**config.mk**
```make
export PLATFORM = sky130hd
export DESIGN_NAME = pc_fetch_unit
export DESIGN_NICKNAME = d
export VERILOG_FILES = /design/src/rtl/pc_fetch_unit.sv
export SDC_FILE = /design/constraint.sdc
export NUM_CORES = 1
export LEC_CHECK = 0
export CORE_MARGIN = 3
export CORE_UTILIZATION = 45
export DETAILED_ROUTE_END_ITERATION = 7
export GPL_ROUTABILITY_DRIVEN = 0
export GPL_TIMING_DRIVEN = 0
export HOLD_SLACK_MARGIN = 0.02
export PLACE_DENSITY_LB_ADDON = 0.2
export REMOVE_ABC_BUFFERS = 1
export SYNTH_ARGS = -nofsm -noshare
export SYNTH_HDL_FRONTEND = slang
export SYNTH_SLANG_ARGS = --single-unit
```
**constraint.sdc**
```tcl
create_clock -name clk -period 2.2 [get_ports clk]
set_input_delay 0.33 -clock clk [delete_from_list [all_inputs] [get_ports clk]]
set_output_delay 0.33 -clock clk [all_outputs]
set_load 0.02 [all_outputs]
```
**src/rtl/pc_fetch_unit.sv**
```systemverilog
// Program-counter / fetch sequencer: stall, imem back-pressure, branch/JALR redirect,
// misaligned-target trap and a saturating accepted-fetch counter. Optional macro: PC_TRAP_VEC_EN.
module pc_fetch_unit #(
  parameter int                   PC_WIDTH     = 16,
  parameter logic [PC_WIDTH-1:0]  RESET_VECTOR = 'h0,
  parameter logic [PC_WIDTH-1:0]  TRAP_VECTOR  = 'h40,
  parameter int                   COUNT_WIDTH  = 16
) (
  input  logic                   clk,
  input  logic                   rst,
  input  logic                   stall,
  input  logic                   imem_ready,
  input  logic [1:0]             PCsrc,
  input  logic [PC_WIDTH-1:0]    PC_Target,
  output logic [PC_WIDTH-1:0]    PC,
  output logic [PC_WIDTH-1:0]    PC_plus4,
  output logic                   fetch_valid,
  output logic                   misalign,
  output logic [COUNT_WIDTH-1:0] fetch_count
);

  typedef enum logic [1:0] {BOOT, RUN, HOLD, TRAP} state_t;

  state_t                state;
  logic                  accept;
  logic                  redirect;
  logic                  tgt_misaligned;
  logic [PC_WIDTH-1:0]   target;

  assign PC_plus4 = PC + PC_WIDTH'(4);

  always_comb begin
    accept         = fetch_valid & imem_ready & ~stall;
    redirect       = fetch_valid & ((PCsrc == 2'b01) | (PCsrc == 2'b10));
    target         = (PCsrc == 2'b01) ? (PC + PC_Target) : {PC_Target[PC_WIDTH-1:1], 1'b0};
    tgt_misaligned = (target[1:0] != 2'b00);
  end

  // fetch_valid is only ever high in RUN/HOLD, so accept and redirect are inert in BOOT/TRAP.
  always_ff @(posedge clk) begin
    if (!rst) begin
      PC          <= RESET_VECTOR;
      state       <= BOOT;
      fetch_valid <= 1'b0;
      misalign    <= 1'b0;
      fetch_count <= '0;
    end else begin
`ifdef PC_TRAP_VEC_EN
      misalign <= 1'b0;
`endif
      if (accept && (fetch_count != {COUNT_WIDTH{1'b1}}))
        fetch_count <= fetch_count + 1'b1;
      case (state)
        BOOT: begin
          state       <= RUN;
          fetch_valid <= 1'b1;
        end
        RUN, HOLD: begin
          if (redirect && tgt_misaligned) begin
`ifdef PC_TRAP_VEC_EN
            PC          <= TRAP_VECTOR;
            state       <= RUN;
            misalign    <= 1'b1;
`else
            state       <= TRAP;
            fetch_valid <= 1'b0;
            misalign    <= 1'b1;
`endif
          end else if (redirect) begin
            PC    <= target;
            state <= RUN;
          end else if (accept) begin
            PC    <= PC_plus4;
            state <= RUN;
          end else begin
            state <= HOLD;
          end
        end
        default: begin
          // TRAP: frozen until reset.
          state <= TRAP;
        end
      endcase
    end
  end

endmodule
```
-- Word-level counts from Yosys, hierarchy flattened
Index checks and enable logic that the tools add are counted.
W data, S select, Z words.
- word-level logic and storage cells: 39
- bits in registers: 36
- output and inout bits: 50
- reduce and logical (&&, ||, !) cells: 10
- $add $sub $neg: 3
- mux-type cells: 9
- bitwise gates (word level): 6
- equality and inequality tests: 6
- operators by type and width (operator ; count):
    $mux W16 ; 3
    $add A16 B1 Y16 const B ; 1
    $add A16 B16 Y16 ; 1
    $add A16 B3 Y16 const B ; 1
    $ne A16 B16 Y1 const B ; 1
    $mux W2 ; 3
    $reduce_bool A2 Y1 ; 3
    $eq A2 B1 Y1 const B ; 2
    $eq A2 B2 Y1 const B ; 2
    $pmux W2 S2 ; 1
    $reduce_and A2 Y1 ; 2
    $and A1 B1 Y1 ; 3
    $reduce_and A3 Y1 ; 1
    $logic_and A1 B1 Y1 ; 2
    $logic_not A2 Y1 ; 1
    $ne A2 B2 Y1 const B ; 1
    $not A1 Y1 ; 2
    $pmux W1 S2 ; 1
    $reduce_or A2 Y1 ; 1
    $mux W1 ; 1
    $or A1 B1 Y1 ; 1

-- Depth between registers and ports, before layout
- depth after elaboration: 6
- depth in mapped cells: 11

-- Worst setup path before layout
OpenSTA, ideal clock, no wires.
- kind: reg2reg
- from: register PC[0]
- to: register PC[14]
- required time: 2.135 ns
- arrival: 2.378 ns
- cell stages (with the launch flop): 10
- setup time: 0.065 ns
- setup slack: -0.243 ns
- cell sequence: dfxtp_1 ha_1 fa_1 nor3b_1 or3_4 and2_1 buf_2 a21oi_1 or4_1 nor2_1
- word-level cells in the longest chain between the ends: 6
- elaborated cells on any way between the ends: 9
- those cells by class: add/sub (2); mux (3); bitwise (1); reduce/logical (3)
- ends and longest elaborated chain (element ; RTL line ; text):
    start, declared ; 15 ; output logic [PC_WIDTH-1:0] PC,
    start signal, assigned ; 70 ; PC <= target;
    start signal, assigned ; 73 ; PC <= PC_plus4;
    $add A16 B16 Y16 ; 35 ; target = (PCsrc == 2'b01) ? (PC + PC_Target) : {PC_Target[PC_WIDTH-1:1], 1'b0};
    $mux W16 ; 35 ;
    $reduce_bool A2 Y1 ; 36 ; tgt_misaligned = (target[1:0] != 2'b00);
    $logic_and A1 B1 Y1 ; 59 ; if (redirect && tgt_misaligned) begin
    $not A1 Y1 (no line) ; - ;
    $reduce_and A3 Y1 (no line) ; - ;
Parallel ways exist; a longest one is shown, timed or not. The select of a mux whose other input is x is not followed.
A chain may end at the register's enable or synchronous reset.

-- Worst setup path after layout
Same ends and word-level chain as after synthesis.

==> results.sh <==
export IMPL_synth_edff_count=0
export IMPL_cts_tree="done"
export IMPL_finalPower_mw=2.28
export IMPL_synth_cell_type_count=58
export IMPL_grt_pass1_vias=2917
export IMPL_num_antenna_cells=0
export IMPL_synth_area_leaders="dfxtp_1 (25%), ha_1 (8.8%), a21oi_1 (5.4%)"
export IMPL_layout_setup_ws_ns=-0.233
export IMPL_viasPerCell=6.01
export IMPL_gr_usage_all_layers_pct=23.3
export IMPL_power_density_mw_per_mm2=537
export IMPL_cts_buffers=5
export IMPL_clkLatencyLatePin_ns=0.30
export IMPL_synth_seq_cells=36
export IMPL_wl_per_cell_um=17.1
export IMPL_relSlewSlack_pct=52.8
export IMPL_synth_area_leader_cell="dfxtp_1"
export IMPL_ys_seq_area_share_pct=25.3
export IMPL_hold_path_class="flip-flop to flip-flop"
export IMPL_syn_to_final_growth_pct=48.7
export IMPL_io_pins=72
export IMPL_drtIter0Drc=179
export IMPL_core_rowCount=28
export IMPL_crit_path_end_kind="flip-flop"
export IMPL_final_hold_violation_count=0
export IMPL_finalSetupViolCount=8
export IMPL_dieHeight_um=85.6
export IMPL_drv_cap=0
export IMPL_nets=503
export IMPL_finClkSkew_ns=0.0111
export IMPL_fill_cells=489
export IMPL_crit_required_ns=2.43
export IMPL_startpoint_type="flip-flop"
export IMPL_numClockSinks=36
export IMPL_tightestPinTransition_ns=0.706
export IMPL_wirelength_mm=9.17
export IMPL_netlist_instances=373
export IMPL_dp_hpwl_mm=5.65
export IMPL_die_w_um=85.6
export IMPL_worstPathArrival_ns=2.67
export IMPL_dieArea_mm2=0.00733
export IMPL_grt_antenna_before_repair=0
export IMPL_seqCellArea_um2=757
export IMPL_ir_worst_vdd_uv=528
export IMPL_final_setup_tns_ns=-0.600
export IMPL_failed_checks="negative setup slack"
export IMPL_cts_max_path_buffers=2
export IMPL_layout_commonest_cell="clkdlybuf4s50_1"
export IMPL_place_worst_setup_slack_ns=-1.26
export IMPL_grt_max_degree=24
export IMPL_synth_warning_count=0
export IMPL_firstDrtPassIters=5
export IMPL_synthesis_area_mm2=0.00285
export IMPL_finalMaxSlewViolations=0
export IMPL_clk_pin_slew_ns=0.08
export IMPL_drive_gt1_share_pct=22.3
export IMPL_multi_input_area_mm2=0.00232
export IMPL_fin_crit_sh_pct=111
export IMPL_rsz0062_at_grt="true"
export IMPL_htreeDepth=2
export IMPL_path_class="flip-flop to flip-flop"
export IMPL_outcome="finished, violations left"
export IMPL_whs_ns=0.488
export IMPL_ctsRootBufferMaster="clkbuf_8"
export IMPL_grt_pass1_wl_mm=14.0
export IMPL_final_cell_area_mm2=0.00424
export IMPL_path_max_fanout=5
export IMPL_finalCriticalPeriod_ns=2.43
export IMPL_mostFrequentLayoutCells="clkdlybuf4s50_1 (58), nand2_1 (35), nor2_1 (31)"
export IMPL_synth_top_area_share_pct=25.3
export IMPL_vias=3221
export IMPL_port_buffers=71
export IMPL_remaining_drc_errors=0
export IMPL_p_leak_nw=1.66
export IMPL_core_area_mm2=0.00603
export IMPL_dpl_cell_area_mm2=0.00356
export IMPL_grt_overflow_total=0
export IMPL_ant_nets=0
export IMPL_yosys_most_used_dff="dfxtp_1"
export IMPL_start_util_pct=47.3
export IMPL_ys_async_sr_fraction_pct=0
export IMPL_postCtsHoldBufs=0
export IMPL_syn_area_per_cell_um2=7.65
export IMPL_max_freq_ghz=0.411
[where the power goes]
group	internal, mW	leakage, nW	switching [mW]	total [mW]
Sequential	0.696	0.300	0.0701	0.766
Clock	0.336	0.0541	0.264	0.600
Combinational	0.411	1.30	0.503	0.914
Total	1.44	1.66	0.837	2.28
[synthesized netlist by cell type (4+ instances only)]
library cell	number
nand3_1	11
ha_1	20
buf_2	4
o22ai_1	5
dfxtp_1	36
xnor2_1	16
clkbuf_1	12
a21o_1	10
inv_1	11
nor3_1	9
a31oi_1	6
or3_1	14
nand2b_1	5
o21ai_0	17
xor2_1	12
nand4_1	9
nand2_1	40
o21ai_1	5
and3_1	12
nor2_1	32
a211oi_1	5
a21oi_1	31
[timing repair]
item | CTS | global route
setup buffers | 13 | 16
resized for setup | 72 | 44
cloned | 1 | 1
pin swaps | 19 | 19
setup endpoints to repair | 27 | 21
[sequential cells by signal, summed over array words and instances, names as in the netlist]
name and flops:
PC 16, fetch_count 16, fetch_valid 1, misalign 1, state 2
[path summary, 6_finish.rpt]
check / cells past startpoint / slack (ns) / startpoint / to
min: 2 / 0.49 / misalign / misalign
min reg2reg: 2 / 0.49 / misalign / misalign
max: 8 / -0.23 / PC[0] / PC[14]
max reg2reg: 8 / -0.23 / PC[0] / PC[14]
[per-layer routing]
metal,GRT usage (%),part of all wire [%]
met1,31.1,45
met2,38.7,48
met5,0,0
met4,5.76,1.4
met3,4.42,5.7
[stage by stage]
stage	util, %	instances
floorplan	-	353
global placement	59.1	499
detailed placement	59.1	499
CTS	66.1	521
global route	70.4	536
finish	70.4	536
[critical path, cell delays in order (launching register included)]
cell,delay (ns)
dfxtp_2,0.34
ha_4,0.16
fa_1,0.49
nor3b_2,0.06
or3_4,0.44
a21oi_4,0.24
a211oi_2,0.09
or4_1,0.46
nor2_1,0.09
[layout make-up]
class,instances,share of cell area (%)
inverter,11,1.06
timing repair buffer,98,21.6
timing repair inverter,1,0.118
tap,75,2.21
clock buffer,5,1.62
clock inverter,3,1.00
multi-input combinational,307,54.6
sequential,36,17.8
[cell families after synthesis]
logic type                 Yosys count  synth area share, %
DFF                                 36                 25.3
and+or+nand+nor                    144                 25.1
muxes                                6                 2.24
AOI/OAI and AO/OA                  107                 24.5
adders and majority gates           21                 9.47
buffers and inverters               31                 4.78
xor gates and xnor gates            28                 8.60
Power figures use the tool's default switching activity.
